--- config.mk ---
export PLATFORM = sky130hd
export DESIGN_NAME = mac_host_driver_flat
export DESIGN_NICKNAME = d
export VERILOG_FILES = /design/src/rtl/mac_host_driver_if.sv /design/src/rtl/mac_host_driver.sv /design/src/flat_wrapper.sv
export SDC_FILE = /design/constraint.sdc
export NUM_CORES = 1
export LEC_CHECK = 0
export BUFFER_PORTS_ARGS = -buffer_cell sky130_fd_sc_hd__buf_4
export CAP_MARGIN = 25
export CORE_ASPECT_RATIO = 0.6
export CORE_MARGIN = 2
export CORE_UTILIZATION = 40
export DETAILED_ROUTE_END_ITERATION = 10
export PLACE_DENSITY = 0.7
export SYNTH_ARGS = -nofsm -noshare
export SYNTH_HDL_FRONTEND = slang
export SYNTH_SLANG_ARGS = --single-unit
--- constraint.sdc ---
create_clock -name clock -period 3.6 [get_ports clock]
set_input_delay 0.54 -clock clock [delete_from_list [all_inputs] [get_ports clock]]
set_output_delay 0.54 -clock clock [all_outputs]
set_load 0.1 [all_outputs]
--- src/rtl/mac_host_driver_if.sv ---
// Host handshake and MAC chip pin bundle for mac_host_driver.
// master = the driver itself, slave = host/chip environment.
interface mac_host_driver_if;
    logic        start_req;
    logic        pair_valid;
    logic        pair_ready;
    logic [7:0]  op_a;
    logic [7:0]  op_b;
    logic [19:0] result;
    logic        result_carry;
    logic        result_valid;
    logic        busy;
    logic        error;
    logic        chip_start;
    logic        chip_shift_a;
    logic        chip_shift_b;
    logic        chip_shift;
    logic        chip_do_next;
    logic        chip_finish;
    logic        chip_end_mul;
    logic        chip_shiftout;
    logic        chip_carry;

    modport master (
        input  start_req, pair_valid, op_a, op_b,
               chip_finish, chip_end_mul, chip_shiftout, chip_carry,
        output pair_ready, result, result_carry, result_valid, busy, error,
               chip_start, chip_shift_a, chip_shift_b, chip_shift, chip_do_next
    );

    modport slave (
        output start_req, pair_valid, op_a, op_b,
               chip_finish, chip_end_mul, chip_shiftout, chip_carry,
        input  pair_ready, result, result_carry, result_valid, busy, error,
               chip_start, chip_shift_a, chip_shift_b, chip_shift, chip_do_next
    );
endinterface

--- src/rtl/mac_host_driver.sv ---
// Host-side sequencer for the serial MAC chip: serializes ten operand
// pairs, strobes start/do-next, follows end-mul/finish, then shifts the
// 20-bit accumulated result back out LSB first.
module mac_host_driver #(
    parameter int SHIFT_HOLD = 2,
    parameter int GUARD      = 4,
    parameter int WDOG       = 255
) (
    input logic               clock,
    input logic               reset,
    mac_host_driver_if.master bus
);
    localparam int N_PAIRS = 10;
    localparam int PW      = (SHIFT_HOLD > 1) ? $clog2(SHIFT_HOLD) : 1;
    localparam int WMAX    = (WDOG > GUARD) ? WDOG : GUARD;
    localparam int WW      = $clog2(WMAX + 2);

    localparam logic [PW-1:0] PH_LAST = PW'(SHIFT_HOLD - 1);
    localparam logic [WW-1:0] W_LAST  = WW'(WDOG);
    localparam logic [WW-1:0] G_LAST  = WW'(GUARD - 1);
    localparam logic [3:0]    P_LAST  = 4'(N_PAIRS - 1);

    typedef enum logic [3:0] {
        S_IDLE, S_LOAD, S_SHIFT, S_START, S_NEXT, S_WAIT_LO,
        S_WAIT_HI, S_GUARD, S_WAIT_FIN, S_READ, S_DONE, S_ERR
    } state_t;

    state_t state, state_nx;

    logic [3:0]    pair_idx;
    logic [4:0]    bit_idx;
    logic [PW-1:0] ph_cnt;
    logic          hi;         // chip_shift high phase of current bit
    logic          lead;       // one low setup/sample cycle before first rise
    logic [WW-1:0] wcnt;       // watchdog / guard / settle counter
    logic          fin_seen;
    logic [7:0]    sh_a, sh_b; // MSB drives the data pins
    logic [19:0]   res_q;
    logic          carry_q;
    logic          rv_q;

    logic          ph_end, lo_end, ser_done, start_ok, wd_trip, fin_hit, enter_ser;
    logic [4:0]    bits_last;

    assign ph_end    = (ph_cnt == PH_LAST);
    assign lo_end    = !hi && !lead && ph_end;
    assign bits_last = (state == S_READ) ? 5'd19 : 5'd7;
    assign ser_done  = lo_end && (bit_idx == bits_last);
    assign start_ok  = bus.start_req && (state == S_IDLE || state == S_ERR);
    assign wd_trip   = (wcnt == W_LAST);
    assign fin_hit   = (state == S_WAIT_FIN) && !fin_seen && bus.chip_finish;
    assign enter_ser = (state_nx == S_SHIFT && state != S_SHIFT) ||
                       (state_nx == S_READ  && state != S_READ);

    // State register.
    always_ff @(posedge clock) begin
        if (reset) state <= S_IDLE;
        else       state <= state_nx;
    end

    // Next-state decode; every wait state falls to ERR once the watchdog trips.
    always_comb begin
        state_nx = state;
        unique case (state)
            S_IDLE, S_ERR: if (bus.start_req) state_nx = S_LOAD;
            S_LOAD:        if (bus.pair_valid) state_nx = S_SHIFT;
            S_SHIFT:       if (ser_done) state_nx = (pair_idx == 4'd0) ? S_START : S_NEXT;
            S_START,
            S_NEXT:        state_nx = S_WAIT_LO;
            S_WAIT_LO: begin
                if (!bus.chip_end_mul) state_nx = S_WAIT_HI;
                else if (wd_trip)      state_nx = S_ERR;
            end
            S_WAIT_HI: begin
                if (bus.chip_end_mul) state_nx = (pair_idx == P_LAST) ? S_WAIT_FIN : S_GUARD;
                else if (wd_trip)     state_nx = S_ERR;
            end
            S_GUARD:       if (wcnt == G_LAST) state_nx = S_LOAD;
            S_WAIT_FIN: begin
                // two settle cycles after finish so the chip has loaded its result
                if (fin_seen) begin
                    if (wcnt == WW'(1)) state_nx = S_READ;
                end else if (!bus.chip_finish && wd_trip) begin
                    state_nx = S_ERR;
                end
            end
            S_READ:        if (ser_done) state_nx = S_DONE;
            S_DONE:        state_nx = S_IDLE;
            default:       state_nx = S_IDLE;
        endcase
    end

    // Bit-serial engine, wait counter, pair index and operand shifters.
    always_ff @(posedge clock) begin
        if (reset) begin
            pair_idx <= '0;
            bit_idx  <= '0;
            ph_cnt   <= '0;
            hi       <= 1'b0;
            lead     <= 1'b0;
            wcnt     <= '0;
            fin_seen <= 1'b0;
            sh_a     <= '0;
            sh_b     <= '0;
        end else begin
            // restarts on every state change and when finish is first seen
            if (state_nx != state || fin_hit) wcnt <= '0;
            else if (wcnt != '1)              wcnt <= wcnt + WW'(1);

            if (start_ok) pair_idx <= '0;
            else if (state == S_WAIT_HI && bus.chip_end_mul && pair_idx != P_LAST)
                pair_idx <= pair_idx + 4'd1;

            if (state != S_WAIT_FIN)  fin_seen <= 1'b0;
            else if (bus.chip_finish) fin_seen <= 1'b1;

            if (enter_ser) begin
                lead    <= 1'b1;
                hi      <= 1'b0;
                ph_cnt  <= '0;
                bit_idx <= '0;
            end else if (state == S_SHIFT || state == S_READ) begin
                if (lead) begin
                    lead   <= 1'b0;
                    hi     <= 1'b1;
                    ph_cnt <= '0;
                end else if (!ph_end) begin
                    ph_cnt <= ph_cnt + PW'(1);
                end else begin
                    ph_cnt <= '0;
                    if (hi) begin
                        hi <= 1'b0;
                    end else begin
                        hi      <= 1'b1;
                        bit_idx <= bit_idx + 5'd1;
                    end
                end
            end

            // data advances at the end of a high phase, so it only moves while shift is low
            if (state == S_LOAD && bus.pair_valid) begin
                sh_a <= bus.op_a;
                sh_b <= bus.op_b;
            end else if (state == S_SHIFT && hi && ph_end) begin
                sh_a <= {sh_a[6:0], 1'b0};
                sh_b <= {sh_b[6:0], 1'b0};
            end
        end
    end

    // Result capture: shiftout is sampled the cycle before each rise, LSB first.
    always_ff @(posedge clock) begin
        if (reset) begin
            res_q   <= '0;
            carry_q <= 1'b0;
            rv_q    <= 1'b0;
        end else if (start_ok) begin
            res_q   <= '0;
            carry_q <= 1'b0;
            rv_q    <= 1'b0;
        end else begin
            if (fin_hit) carry_q <= bus.chip_carry;
            if (state == S_READ && (lead || (lo_end && !ser_done)))
                res_q <= {bus.chip_shiftout, res_q[19:1]};
            if (state == S_READ && ser_done) rv_q <= 1'b1;
        end
    end

    // Outputs decoded from registered state only, so reset clears them at the edge.
    always_comb begin
        bus.pair_ready   = (state == S_LOAD);
        bus.busy         = !(state == S_IDLE || state == S_DONE || state == S_ERR);
        bus.error        = (state == S_ERR);
        bus.result       = res_q;
        bus.result_carry = carry_q;
        bus.result_valid = rv_q;
        bus.chip_start   = (state == S_START);
        bus.chip_do_next = (state == S_NEXT);
        bus.chip_shift   = (state == S_SHIFT || state == S_READ) && hi;
        bus.chip_shift_a = (state == S_SHIFT) && sh_a[7];
        bus.chip_shift_b = (state == S_SHIFT) && sh_b[7];
    end
endmodule

--- src/flat_wrapper.sv ---
// flat-port wrapper written by rule: the top's interface ports become plain ports
module mac_host_driver_flat 
#(
    parameter int SHIFT_HOLD = 2,
    parameter int GUARD      = 4,
    parameter int WDOG       = 255
)
  (clock, reset, bus_start_req, bus_pair_valid, bus_op_a, bus_op_b, bus_chip_finish, bus_chip_end_mul, bus_chip_shiftout, bus_chip_carry, bus_pair_ready, bus_result, bus_result_carry, bus_result_valid, bus_busy, bus_error, bus_chip_start, bus_chip_shift_a, bus_chip_shift_b, bus_chip_shift, bus_chip_do_next);
  mac_host_driver_if bus_i ();
  input logic clock;
  input logic reset;
  input wire logic [$bits(bus_i.start_req)-1:0] bus_start_req;
  input wire logic [$bits(bus_i.pair_valid)-1:0] bus_pair_valid;
  input wire logic [$bits(bus_i.op_a)-1:0] bus_op_a;
  input wire logic [$bits(bus_i.op_b)-1:0] bus_op_b;
  input wire logic [$bits(bus_i.chip_finish)-1:0] bus_chip_finish;
  input wire logic [$bits(bus_i.chip_end_mul)-1:0] bus_chip_end_mul;
  input wire logic [$bits(bus_i.chip_shiftout)-1:0] bus_chip_shiftout;
  input wire logic [$bits(bus_i.chip_carry)-1:0] bus_chip_carry;
  output wire logic [$bits(bus_i.pair_ready)-1:0] bus_pair_ready;
  output wire logic [$bits(bus_i.result)-1:0] bus_result;
  output wire logic [$bits(bus_i.result_carry)-1:0] bus_result_carry;
  output wire logic [$bits(bus_i.result_valid)-1:0] bus_result_valid;
  output wire logic [$bits(bus_i.busy)-1:0] bus_busy;
  output wire logic [$bits(bus_i.error)-1:0] bus_error;
  output wire logic [$bits(bus_i.chip_start)-1:0] bus_chip_start;
  output wire logic [$bits(bus_i.chip_shift_a)-1:0] bus_chip_shift_a;
  output wire logic [$bits(bus_i.chip_shift_b)-1:0] bus_chip_shift_b;
  output wire logic [$bits(bus_i.chip_shift)-1:0] bus_chip_shift;
  output wire logic [$bits(bus_i.chip_do_next)-1:0] bus_chip_do_next;
  assign bus_i.start_req = bus_start_req;
  assign bus_i.pair_valid = bus_pair_valid;
  assign bus_i.op_a = bus_op_a;
  assign bus_i.op_b = bus_op_b;
  assign bus_i.chip_finish = bus_chip_finish;
  assign bus_i.chip_end_mul = bus_chip_end_mul;
  assign bus_i.chip_shiftout = bus_chip_shiftout;
  assign bus_i.chip_carry = bus_chip_carry;
  assign bus_pair_ready = bus_i.pair_ready;
  assign bus_result = bus_i.result;
  assign bus_result_carry = bus_i.result_carry;
  assign bus_result_valid = bus_i.result_valid;
  assign bus_busy = bus_i.busy;
  assign bus_error = bus_i.error;
  assign bus_chip_start = bus_i.chip_start;
  assign bus_chip_shift_a = bus_i.chip_shift_a;
  assign bus_chip_shift_b = bus_i.chip_shift_b;
  assign bus_chip_shift = bus_i.chip_shift;
  assign bus_chip_do_next = bus_i.chip_do_next;
  mac_host_driver #(.SHIFT_HOLD(SHIFT_HOLD), .GUARD(GUARD), .WDOG(WDOG)) u_core (.clock(clock), .reset(reset), .bus(bus_i));
endmodule
# Yosys cells after proc, flatten, opt, wreduce, memory -nomap -nowiden
# Index checks and enable logic that the tools add are counted.
# word_totals
out_inout_bits	30
ff_bits	64
# op_classes
n_eq_ne	24
n_reduce_logical	46
muxes	26
bitwise_logic	2
addsub	4
# ops
cell	n
4-bit 2-to-1 mux	12
4-bit case mux with 9 select lines	1
8-bit 2-to-1 mux	4
4-bit equality test, second input constant	6
1-bit logical AND	20
4-bit by 3-bit equality test with 1-bit output, second input constant	4
4-bit by 2-bit equality test with 1-bit output, second input constant	3
4-bit != test, second input constant	3
2-bit OR reduction	6
9-bit by 1-bit adder with 9-bit output, second input constant	1
9-bit by 1-bit equality test with 1-bit output, second input constant	1
9-bit by 2-bit equality test with 1-bit output, second input constant	1
9-bit by 8-bit equality test with 1-bit output, second input constant	1
9-bit != test, second input constant	1
4-bit zero test	2
1-bit logical OR	7
1-bit 2-to-1 mux	7
1-bit zero test	6
2-bit nonzero test	3
5-bit by 1-bit adder with 5-bit output, second input constant	1
5-bit equality test	1
5-bit 2-to-1 mux	1
4-bit by 1-bit adder with 4-bit output, second input constant	1
4-bit by 1-bit equality test with 1-bit output, second input constant	1
7 further kinds	8

# Logic depth before layout (Yosys ltp)
# Gate-level depths: netlist (run 1).
# depth
ltp_word	10
depth_mapped	11

# Worst setup path before layout (run 1)
# No wires, ideal clock.
# synth_timing
kind	register to register
startpoint	reg u_core.state[3]
endpoint	reg u_core.wcnt[8]
synth_period_minus_slack_ps	5304
t_arrival_ps	5225
path_slack_ps	-1704
setup_time_ps	79
path_stages_with_launch	9
required_ps	3521
path_cell_list	dfxtp_1 -> buf_2 -> nor4b_1 -> a22oi_1 -> nor4b_1 -> and4_4 -> a2111o_1 -> buf_6 -> nor3_2
# synth_between
elab_cells_between_ends	33
cone_classes	eq/ne: 12; mux: 13; reduce/logical: 8
# synth_rtl
item	line_no	text
from (decl)	mac_host_driver.sv:28	state_t state, state_nx;
from (signal assigned)	mac_host_driver.sv:58	else state <= state_nx;
4-bit by 1-bit equality test with 1-bit output	--	
net bus_pair_ready	flat_wrapper.sv:20	output wire logic [$bits(bus_i.pair_ready)-1:0] bus_pair_ready;
4-bit case mux with 9 select lines	mac_host_driver.sv:64	unique case (state)
4-bit != test	mac_host_driver.sv:107	if (state_nx != state || fin_hit) wcnt <= '0;
1-bit logical OR	mac_host_driver.sv:107	
2-bit OR reduction (no line)	--	
to (signal assigned)	mac_host_driver.sv:108	else if (wcnt != '1) wcnt <= wcnt + WW'(1);
to (decl)	mac_host_driver.sv:35	logic [WW-1:0] wcnt;
# The timed path passes the listed nets, and every way through them passes these cells.
# A chain may end at the register's enable or synchronous reset.

# Worst setup path after layout (run 1)
# layout_timing
startpoint	reg u_core.wcnt[0]
endpoint	reg u_core.wcnt[1]
# layout_between
elab_chain_cells	8
elab_cells_between_ends	17
cone_classes	add/sub: 1; eq/ne: 5; mux: 8; reduce/logical: 3
# layout_rtl
item	line_no	text
9-bit by 8-bit equality test with 1-bit output	mac_host_driver.sv:50	assign wd_trip = (wcnt == W_LAST);
1-bit logical AND	mac_host_driver.sv:83	end else if (!bus.chip_finish && wd_trip) begin
4-bit 2-to-1 mux	mac_host_driver.sv:83	
4-bit 2-to-1 mux	mac_host_driver.sv:81	if (fin_seen) begin
4-bit case mux with 9 select lines	mac_host_driver.sv:64	
4-bit != test	mac_host_driver.sv:107	
1-bit logical OR	mac_host_driver.sv:107	
2-bit OR reduction (no line)	--	
# Parallel ways exist; a longest one is shown, timed or not.

==> run summary, run 1 <==
status = complete, no violations
Layout Area Growth over Synthesis = 23.2%
Worst Path Class, Setup = flip-flop to flip-flop
post-detailed-placement half-perimeter wirelength = 5490 um
proportion of synthesized flip-flops having asynchronous set or reset = 0
Vias/cell = 5.40
Peak VDD IR = 265 uV
wire length per cell after detailed routing = 14.8 um
Post-synth EDFFs = 0
maximum clock frequency = 0.324 GHz
max_slew headroom = 0.423
Ports = 54
final clock skew = 0.00760 ns
Die Footprint = 8980 um^2
Clock Sink Count = 64
critical-path cell list = ha_1 -> nand2_1 -> nor3_1 -> ha_1 -> nor2_1 -> a2111o_1 -> and3_1 -> a2111oi_0 -> nand2_1 -> nor3_2
total congestion overflow = 0
number of warnings issued by yosys = 0
last element of the critical path = u_core.wcnt[1]
Total Power = 1810 uW
number of buffers added to fix hold violations after cts = 0
transition at the pin with the smallest max-transition slack = 0.862 ns
CP delay by family, top = simple AND/OR/NAND/NOR gates
clock-pin slew reported for the worst setup and hold paths after clock tree synthesis = 0.05 ns
# port buffers = 53
worst setup slack for register-to-register paths = 0.52 ns
root buffer cell = clkbuf_16
insertion delay of the later-clocked pin in the worst-skew pair = 0.32 ns
net count after synthesis = 397
final estimated routing congestion in global placement = 0.902
Max stage delay on crit path = 0.40 ns
number of hold violations in the final report = 0
Inserted Diodes = 0
worst flop-to-flop path endpoint = u_core.wcnt[1]
Total Negative Setup Slacks = 0 ns
routed wire length = 7700 um
H-tree depth reported by CTS = 3
Max-Cap Viols = 0
number of distinct library cells after synthesis = 58
worst reg2reg startpoint = u_core.wcnt[0]
setup repair after global routing missed its margin = false
filler cell count = 704
wire length of the first global-routing pass = 12,400 um
total CTS buffers = 9
arrival time reported for the critical path endpoint = 3.32 ns
Crit. End Element = flip-flop
buffers from clock root to sink, at most = 2
post-synthesis register bit count = 64
core region area = 7910 um^2
Pre-Repair DR Iteration Count = 4
mean post-synth cell area = 9.00 um^2
DRC viols = 0
reg2reg path depth = 10
DRC violation total after the first TritonRoute iteration = 242
pin count of the biggest net entering global routing = 31
netlist area before placement = 3280 um^2
vias in the first global route = 2,542
final count of negative-setup-slack endpoints = 0
post-cts gate resize count = 0
Critical Path Fanout Max = 9
share of the clock period used by the worst path = 0.856
data required time of the worst path = 3.84 ns
post-layout net count = 441
post-layout min period = 3.08 ns
total number of placement rows = 25
most instantiated flip-flop cell in the synthesis netlist = dfxtp_1
worst setup path startpoint = u_core.wcnt[0]
Hold Path Class = input pin to flip-flop
max-slew violation count = 0
cell type of the slowest stage on the worst timing path = dfxtp_1
Die X-Extent = 121 um
Die Ht = 74.2 um
via total after detailed routing = 2,807
Initial Util = 0.415
kind of launch point of the worst setup path = flip-flop
fraction of layout cells with a size suffix above 1 = 0.223
number of nets with antenna violations after detailed routing = 0
sequential-to-total area share from yosys stat = 0.390
initial antenna violation count = 0
GRT Total Usage = 0.177
cell area power density = 447 nW/um^2
number of standard cells after synthesis = 365
leakage power = 0.00149 uW
sum of buffers and inverters on the critical path = 0
TritonCTS clock tree = yes
number of buffers inserted to repair setup after CTS = 0
Levels on crit path = 10
-- cells in the final DEF (no fill, tap or decap), drive strengths merged, types with 3 or more instances in the layout --
cell / n
xor2: 8
buf: 58
ha: 8
mux2i: 29
nor3b: 3
a21oi: 22
and4: 3
nand2: 31
and2: 7
xnor2: 6
nor2b: 4
nor4: 7
nor2: 47
nor4b: 6
nand3: 7
o21ai: 3
nor3: 17
clkbuf: 11
dfxtp: 64
inv: 10
and3: 4
a22oi: 14
-- worst reg2reg max path: stages, from the launching register on --
cell       delay (ns)
dfxtp_1          0.40
ha_1             0.22
nand2_1          0.08
nor3_1           0.28
ha_1             0.30
nor2_1           0.09
a2111o_1         0.40
and3_1           0.21
a2111oi_0        0.39
nand2_1          0.37
nor3_2           0.27
-- cell families after synthesis --
| kind of cell | Yosys count | synth area share |
|---|---|---|
| flops | 64 | 0.390 |
| compound gates | 59 | 0.121 |
| simple gates | 155 | 0.282 |
| xor+xnor | 14 | 0.0373 |
| buf+inv | 35 | 0.0480 |
| mux | 30 | 0.0918 |
| fa+ha+maj | 8 | 0.0305 |
-- power by group --
group	internal (uW)	total, uW	leakage [uW]	switching (uW)
clock network	563	850	0.000143	287
registers	727	755	0.000517	28.2
logic	72.5	203	0.000830	130
-- synthesized netlist by cell type, types with 2 or more instances --
| cell | instances | share of area |
|---|---|---|
| a2111oi_0 | 2 | 0.0053 |
| nand4_1 | 2 | 0.0038 |
| dfxtp_1 | 64 | 0.39 |
| nand3_1 | 7 | 0.011 |
| a21oi_1 | 22 | 0.034 |
| a2111o_1 | 2 | 0.0069 |
| nor2b_1 | 4 | 0.0076 |
| inv_1 | 10 | 0.011 |
| nor4b_1 | 3 | 0.0080 |
| and2_1 | 7 | 0.013 |
| nor3b_1 | 3 | 0.0069 |
| buf_6 | 2 | 0.0069 |
| xor2_1 | 8 | 0.021 |
| and3_1 | 4 | 0.0076 |
| and4_1 | 2 | 0.0053 |
| a21boi_0 | 2 | 0.0046 |
| nor4bb_1 | 2 | 0.0061 |
| nor4b_4 | 2 | 0.014 |
| a211oi_1 | 2 | 0.0046 |
| o22ai_1 | 2 | 0.0038 |
| buf_1 | 2 | 0.0023 |
| mux2i_1 | 29 | 0.088 |
| nor3_2 | 9 | 0.027 |
| a31o_1 | 2 | 0.0053 |
| nand3b_1 | 2 | 0.0046 |
| xnor2_1 | 6 | 0.016 |
| o21ai_0 | 3 | 0.0046 |
| nor2_1 | 47 | 0.054 |
| buf_4 | 2 | 0.0046 |
| buf_2 | 3 | 0.0046 |
| a41oi_1 | 2 | 0.0053 |
| nor3_1 | 8 | 0.012 |
| nand2_1 | 31 | 0.035 |
| a22oi_1 | 14 | 0.032 |
| nor4_1 | 7 | 0.013 |
| nand2b_1 | 2 | 0.0038 |
| ha_1 | 8 | 0.030 |
| clkbuf_1 | 16 | 0.018 |
-- registers in the layout, summed over array words and instances (netlist names) --
signal,flops
u_core.bus.result_carry,1
u_core.lead,1
u_core.bus.result_valid,1
u_core.pair_idx,4
u_core.bit_idx,5
u_core.bus.result,20
u_core.sh_a,8
u_core.state,4
u_core.wcnt,9
u_core.hi,1
u_core.fin_seen,1
u_core.sh_b,8
u_core.ph_cnt,1
-- worst min-delay path by stage --
stage / depth (start not counted) / slack, ns / from / end
after floorplan: 2 / 0.43 / u_core.sh_a[7] / u_core.sh_a[7]
after global placement: 2 / 0.44 / u_core.bus.result_valid / u_core.bus.result_valid
after detailed placement: 2 / 0.44 / u_core.bus.result_valid / u_core.bus.result_valid
after CTS: 3 / 0.44 / bus_op_b[1] / u_core.sh_b[1]
after global routing: 3 / 0.47 / bus_op_b[7] / u_core.sh_b[7]
final: 3 / 0.45 / bus_chip_carry / u_core.bus.result_carry
-- layout make-up --
cell class	count	area, um^2	share of cell area
sequential	64	1280	0.317
multi-input combinational	266	1860	0.460
clock buffer	11	253	0.0624
tap	108	135	0.0334
inverter	10	37.5	0.00927
clock inverter	3	42.5	0.0105
timing repair buffer	58	435	0.108
-- layer usage --
| layer | wire, um | GRT usage | up-vias |
|---|---|---|---|
| li1 | - | - | 1389 |
| met1 | 3720 | 0.252 | 1317 |
| met2 | 3230 | 0.242 | 92 |
| met3 | 677 | 0.0752 | 9 |
| met4 | 72 | 0.0517 | 0 |
| met5 | 0 | 0 | - |
-- metrics by stage --
| step | hold WS (ns) | worst slack [ns] | instances | util | cell area (um^2) |
|---|---|---|---|---|---|
| final | 0.454 | 0.518 | 520 | 0.511 | 4050 |
| after global routing | 0.468 | 0.200 | 520 | 0.511 | 4050 |
| after CTS | 0.443 | 0.526 | 520 | 0.511 | 4050 |
| after detailed placement | 0.442 | 0.573 | 506 | 0.474 | 3750 |
| after global placement | 0.435 | 0.689 | 506 | 0.474 | 3750 |
| after floorplan | 0.432 | 0.274 | 365 | - | 3300 |
(Power assumes the default switching activity.)
==> run 2, diff against run 1 <==
- RECOVER_POWER: not set -> 100
==> run 2 against run 1 <==
  * Via count decreased by 0.64%
  * Clock-buffer cell count unchanged
  * Sequential share of layout area increased by 1.6 points
  * Total power decreased by 0.99%
  * Sequential cell count unchanged
  * Register-to-register slack got worse by 0.06 ns
  * Clock skew about the same
  * Largest power group unchanged
  * Highest routed layer unchanged
==> run summary, run 2 (synthesis results as in run 1) <==
status = complete, no violations (unchanged)
Pre-Repair DR Iteration Count = 4 (unchanged)
net switching power of the design = 435 uW (was 445 uW)
final clock skew = 0.00791 ns (was 0.00760 ns)
Ports = 54 (unchanged)
reg2reg path depth = 7 (was 10)
depth of the worst hold-timing path = 2 (was 3)
met3 WL = 693 um (was 677 um)
number of buffers added to fix hold violations after cts = 0 (unchanged)
DRC violation total after the first TritonRoute iteration = 241 (was 242)
TritonCTS clock tree = yes (unchanged)
Die Ht = 74.2 um (unchanged)
met2 routed WL = 3150 um (was 3230 um)
Worst Path Class, Setup = flip-flop to flip-flop (unchanged)
final core utilization = 0.487 (was 0.511)
share of the clock period used by the worst path = 0.872 (was 0.856)
Layout Area Growth over Synthesis = 17.3% (was 23.2%)
Hold Path Class = flip-flop to flip-flop (was input pin to flip-flop)
critical-path cell list = clkbuf_1 -> nand4bb_1 -> mux2_1 -> a221oi_1 -> a21oi_1 -> a2111o_1 -> nor3_1 (was ha_1 -> nand2_1 -> nor3_1 -> ha_1 -> nor2_1 -> a2111o_1 -> and3_1 -> a2111oi_0 -> nand2_1 -> nor3_2)
Max stage delay on crit path = 0.54 ns (was 0.40 ns)
Clock Sink Count = 64 (unchanged)
Hold Crit Endpoint = u_core.bus.result_valid (was u_core.bus.result_carry)
DRC viols = 0 (unchanged)
total CTS buffers = 9 (unchanged)
Die Footprint = 8980 um^2 (unchanged)
worst setup slack for register-to-register paths = 0.46 ns (was 0.52 ns)
worst reg2reg startpoint = u_core.state[3] (was u_core.wcnt[0])
initial antenna violation count = 0 (unchanged)
net switching fraction of the power = 0.243 (was 0.246)
transition at the pin with the smallest max-transition slack = 1.33 ns (was 0.862 ns)
filler cell count = 748 (was 704)
Max-Cap Viols = 0 (unchanged)
Peak VDD IR = 264 uV (was 265 uV)
commonest non-fill, non-tap cells in the layout = dfxtp_1 (64), nor2_1 (46), nand2_1 (31), clkbuf_1 (31), mux2i_1 (29) (was dfxtp_1 (64), buf_4 (58), nor2_1 (46))
post-detailed-placement half-perimeter wirelength = 5490 um (unchanged)
post-cts gate resize count = 0 (unchanged)
relative contribution of sequential cells to total power = 0.421 (was 0.418)
pin count of the biggest net entering global routing = 31 (unchanged)
Critical Path Fanout Max = 12 (was 9)
detailed-route wire length on metal 1 = 3680 um (was 3720 um)
internal cell power = 1360 uW (about the same)
proportion of power drawn by combinational gates = 0.105 (was 0.112)
Total Negative Setup Slacks = 0 ns (unchanged)
vias in the first global route = 2,542 (unchanged)
Inserted Diodes = 0 (unchanged)
post-layout net count = 441 (unchanged)
total congestion overflow = 0 (unchanged)
cell type of the slowest stage on the worst timing path = dfxtp_1 (unchanged)
post-layout min period = 3.14 ns (was 3.08 ns)
arrival time reported for the critical path endpoint = 3.36 ns (was 3.32 ns)
core region area = 7910 um^2 (unchanged)
buffers from clock root to sink, at most = 2 (unchanged)
number of buffers inserted to repair setup after CTS = 0 (unchanged)
Initial Util = 0.415 (unchanged)
# port buffers = 53 (unchanged)
GRT Total Usage = 0.177 (unchanged)
insertion delay of the later-clocked pin in the worst-skew pair = 0.32 ns (about the same)
Die X-Extent = 121 um (unchanged)
wire length per cell after detailed routing = 14.6 um (was 14.8 um)
number of flip-flops in the largest register = 20 (unchanged)
kind of launch point of the worst setup path = flip-flop (unchanged)
Vias/cell = 5.36 (was 5.40)
hold path startpoint = u_core.bus.result_valid (was bus_chip_carry)
cell area power density = 465 nW/um^2 (was 447 nW/um^2)
leakage power = 0.00134 uW (was 0.00149 uW)
maximum clock frequency = 0.319 GHz (was 0.324 GHz)
root buffer cell = clkbuf_16 (unchanged)
data required time of the worst path = 3.83 ns (was 3.84 ns)
max_slew headroom = 0.110 (was 0.423)
via total after detailed routing = 2,789 (was 2,807)
number of nets with antenna violations after detailed routing = 0 (unchanged)
clock share of power = 0.474 (was 0.470)
total number of placement rows = 25 (unchanged)
most common cell after layout, fill and taps aside = dfxtp_1 (unchanged)
final estimated routing congestion in global placement = 0.902 (unchanged)
max-slew violation count = 0 (unchanged)
Max Used Layer = met4 (unchanged)
wire length of the first global-routing pass = 12,400 um (unchanged)
clock-pin slew reported for the worst setup and hold paths after clock tree synthesis = 0.05 ns (about the same)
fraction of layout cells with a size suffix above 1 = 0.119 (was 0.223)
Crit. End Element = flip-flop (unchanged)
worst flop-to-flop path endpoint = u_core.wcnt[1] (unchanged)
final count of negative-setup-slack endpoints = 0 (unchanged)
number of hold violations in the final report = 0 (unchanged)
H-tree depth reported by CTS = 3 (unchanged)
routed wire length = 7590 um (was 7700 um)
setup repair after global routing missed its margin = false (unchanged)
-- run 2: changes by cell type in the layout (fill, tap and decap cells not counted), sizes merged --
cell    delta
clkbuf    +34
buf       -34
-- run 2: layout make-up --
type / instances / area, um^2 / area share
repair buffers: 58 / 312 / 0.0809
clock buffers: 11 / 253 / 0.0656
clock inverters: 3 / 42.5 / 0.0110
flip-flops and latches: 64 / 1280 / 0.333
well taps: 108 / 135 / 0.0351
inverters: 10 / 37.5 / 0.00974
multi-input cells: 266 / 1790 / 0.465
-- run 2: critical path, delay by kind of cell, from the launching register on --
family | cells | cell delay [ns]
AO/OA/AOI/OAI | 3 | 0.98
buffers and inverters | 1 | 0.45
flip-flops | 1 | 0.54
multiplexers | 1 | 0.44
AND/OR/NAND/NOR | 2 | 0.63
-- run 2: worst max path at each step --
stage                    startpoint                   end  slack [ns]  depth (start not counted)
finish              u_core.state[3]        u_core.wcnt[1]        0.46                          7
global route        u_core.state[3]  u_core.bus.result[8]        0.26                          6
CTS                  u_core.wcnt[0]        u_core.wcnt[1]        0.53                         10
detailed placement   u_core.wcnt[0]        u_core.wcnt[2]        0.57                         10
global placement     u_core.wcnt[0]        u_core.wcnt[6]        0.69                         10
floorplan           u_core.state[3]      bus_chip_do_next        0.27                          3
-- run 2: power groups by stage --
stage	logic (uW)	registers, uW	clock network (uW)
after floorplan	169	752	0
after global placement	198	767	0
after detailed placement	200	769	0
after CTS	202	754	869
after global routing	204	757	907
final	188	754	849
-- run 2: stage by stage --
step | cells | cell area (um^2) | worst slack (ns) | total power (uW) | hold slack [ns]
4_1_cts | 520 | 4050 | 0.526 | 1820 | 0.443
3_5_place_dp | 506 | 3750 | 0.573 | 969 | 0.442
2_1_floorplan | 365 | 3300 | 0.274 | 921 | 0.432
6_report | 520 | 3850 | 0.462 | 1790 | 0.451
3_3_place_gp | 506 | 3750 | 0.689 | 965 | 0.435
5_1_grt | 520 | 3850 | 0.262 | 1870 | 0.468
-- run 2: layer usage --
| metal | vias up | GRT usage |
|---|---|---|
| li1 | 1394 | - |
| met1 | 1294 | 0.252 |
| met2 | 94 | 0.242 |
| met3 | 7 | 0.0752 |
| met4 | 0 | 0.0517 |
| met5 | - | 0 |
==> run 3, diff against run 2 <==
- CELL_PAD_IN_SITES_DETAIL_PLACEMENT: not set -> 1
- CELL_PAD_IN_SITES_GLOBAL_PLACEMENT: not set -> 2
- CORE_UTILIZATION: 40 -> 34
- CTS_CLUSTER_SIZE: not set -> 20
- PLACE_DENSITY: 0.7 -> 0.89
==> run 3 against run 2 <==
  * Global-route usage grew 0.96 points
  * Largest cell class unchanged
  * Clock-buffer cell count is the same
  * Register-to-register slack worse by 0.21 ns
  * Critical path depth fell by 2
  * Worst hold slack worse by 0.012 ns
  * Die area grew 17%
  * Utilization fell by 6.6 points
  * Final area is 1.6% higher
  * Combinational power increased by 6%
  * First-iteration DRC count is 26% lower
  * Clock skew shrank 0.0018 ns
  * Cell count rose by 4.6%
==> run summary, run 3 (synthesis results as in run 1) <==
setup repair after global routing missed its margin = false (unchanged)
max-slew violation count = 0 (unchanged)
Final WS setup = 0.249 ns (was 0.462 ns)
critical-path cell list = nor4b_1 -> o21ai_0 -> and4_4 -> a2111o_1 -> nor3_1 (was clkbuf_1 -> nand4bb_1 -> mux2_1 -> a221oi_1 -> a21oi_1 -> a2111o_1 -> nor3_1)
share of the clock period used by the worst path = 0.931 (was 0.872)
insertion delay of the later-clocked pin in the worst-skew pair = 0.33 ns (was 0.32 ns)
cell type of the slowest stage on the worst timing path = nor4b_1 (was dfxtp_1)
kind of launch point of the worst setup path = flip-flop (unchanged)
Crit. End Element = flip-flop (unchanged)
sum of buffers and inverters on the critical path = 0 (was 1)
placed cell count = 529 (was 506)
arrival time reported for the critical path endpoint = 3.58 ns (was 3.36 ns)
status = complete, no violations (unchanged)
H-tree depth reported by CTS = 3 (unchanged)
number of buffers added to fix hold violations after cts = 0 (unchanged)
Die Footprint = 10,500 um^2 (was 8980 um^2)
post-cts gate resize count = 0 (unchanged)
Layout Area Growth over Synthesis = 19.2% (was 17.3%)
DRC viols = 0 (unchanged)
non-filler instance count after layout = 544 (was 520)
number of nets with antenna violations after detailed routing = 0 (unchanged)
commonest non-fill, non-tap cells in the layout = dfxtp_1 (64), nor2_1 (46), nand2_1 (31) (was dfxtp_1 (64), nor2_1 (46), nand2_1 (31), clkbuf_1 (31), mux2i_1 (29))
Die Ht = 80.1 um (was 74.2 um)
Max stage delay on crit path = 1.17 ns (was 0.54 ns)
post-layout min period = 3.35 ns (was 3.14 ns)
met1 demand-to-capacity share in global routing = 0.258 (was 0.252)
most common cell after layout, fill and taps aside = dfxtp_1 (unchanged)
total congestion overflow = 0 (unchanged)
GRT Total Usage = 0.187 (was 0.177)
# port buffers = 53 (unchanged)
Total Negative Setup Slacks = 0 ns (unchanged)
Worst Path Class, Setup = flip-flop to flip-flop (unchanged)
fraction of layout cells with a size suffix above 1 = 0.130 (was 0.119)
number of hold violations in the final report = 0 (unchanged)
Inserted Diodes = 0 (unchanged)
root buffer cell = clkbuf_16 (unchanged)
post-detailed-placement half-perimeter wirelength = 6370 um (was 5490 um)
worst setup slack after placement = 0.480 ns (was 0.573 ns)
leakage power = 0.00136 uW (was 0.00134 uW)
transition at the pin with the smallest max-transition slack = 1.34 ns (was 1.33 ns)
final count of negative-setup-slack endpoints = 0 (unchanged)
wire length per cell after detailed routing = 16.6 um (was 14.6 um)
core region area = 9290 um^2 (was 7910 um^2)
max_slew headroom = 0.0959 (was 0.110)
pin count of the biggest net entering global routing = 31 (unchanged)
final estimated routing congestion in global placement = 0.885 (was 0.902)
Die X-Extent = 131 um (was 121 um)
fraction of met3 tracks used by global routing = 0.0700 (was 0.0752)
Clock Sink Count = 64 (unchanged)
final clock skew = 0.00610 ns (was 0.00791 ns)
layer carrying the most global-route usage = met2 (was met1)
initial antenna violation count = 0 (unchanged)
cell area power density = 472 nW/um^2 (was 465 nW/um^2)
CP delay by family, top = simple AND/OR/NAND/NOR gates (was compound AO/OA/AOI/OAI gates)
Initial Util = 0.354 (was 0.415)
Max-Cap Viols = 0 (unchanged)
Pre-Repair DR Iteration Count = 4 (unchanged)
number of buffers inserted to repair setup after CTS = 0 (unchanged)
buffers from clock root to sink, at most = 2 (unchanged)
clock-pin slew reported for the worst setup and hold paths after clock tree synthesis = 0.05 ns (about the same)
wire length of the first global-routing pass = 15,000 um (was 12,400 um)
global routing usage on met2 = 0.269 (was 0.242)
Vias/cell = 5.28 (was 5.36)
via total after detailed routing = 2,874 (was 2,789)
total number of placement rows = 27 (was 25)
Total Power = 1850 uW (was 1790 uW)
Ports = 54 (unchanged)
maximum clock frequency = 0.298 GHz (was 0.319 GHz)
post-layout net count = 442 (was 441)
total CTS buffers = 9 (unchanged)
TritonCTS clock tree = yes (unchanged)
routed wire length = 9010 um (was 7590 um)
Hold Path Class = input pin to flip-flop (was flip-flop to flip-flop)
vias in the first global route = 2,924 (was 2,542)
filler cell count = 1,109 (was 748)
DRC violation total after the first TritonRoute iteration = 179 (was 241)
data required time of the worst path = 3.83 ns (about the same)
Peak VDD IR = 195 uV (was 264 uV)
Critical Path Fanout Max = 21 (was 12)
number of flip-flops in the largest register = 20 (unchanged)
[run 3: changes by cell type in the layout (fill, tap and decap cells not counted), sizes merged]
cell / delta
clkinv: +1
clkinvlp: -1
buf: +4
clkbuf: -3
bufinv: +1
[run 3: worst paths after layout]
path                            cells past startpoint            start             end  slack, ns
worst max-delay path                                5  u_core.state[0]  u_core.wcnt[8]       0.25
worst min-delay path                                3      bus_op_b[1]  u_core.sh_b[1]       0.44
worst max register to register                      5  u_core.state[0]  u_core.wcnt[8]       0.25
worst min register to register                      2   u_core.sh_b[4]  u_core.sh_b[4]       0.45
[run 3: power by group]
group | switching, uW | leakage (uW) | internal (uW)
Combinational | 133 | 0.000695 | 66.5
Clock | 296 | 0.000149 | 599
Sequential | 26.6 | 0.000517 | 727
[run 3: final cells by class]
class,count,area (um^2),area share
clock buffer,11,233,0.0595
timing repair buffer,59,332,0.0847
sequential,64,1280,0.327
tap,130,163,0.0416
clock inverter,4,70.1,0.0179
multi-input combinational,266,1800,0.459
inverter,10,37.5,0.00959
[run 3: metrics by stage]
stage	hold WS (ns)	area, um^2	utilization
floorplan	0.432	3300	-
global placement	0.437	3790	0.408
detailed placement	0.450	3790	0.408
CTS	0.432	4090	0.440
global route	0.443	3910	0.421
finish	0.440	3910	0.421
[run 3: layer usage]
metal | share of wire | vias to the layer above
met5 | 0 | -
met4 | 0.0090 | 0
met3 | 0.075 | 8
met2 | 0.42 | 83
met1 | 0.50 | 1383
li1 | - | 1400
[run 3: tightest hold or removal path: stages]
cell	delay, ns
buf_4	0.08
a21oi_1	0.05
nor2_1	0.07
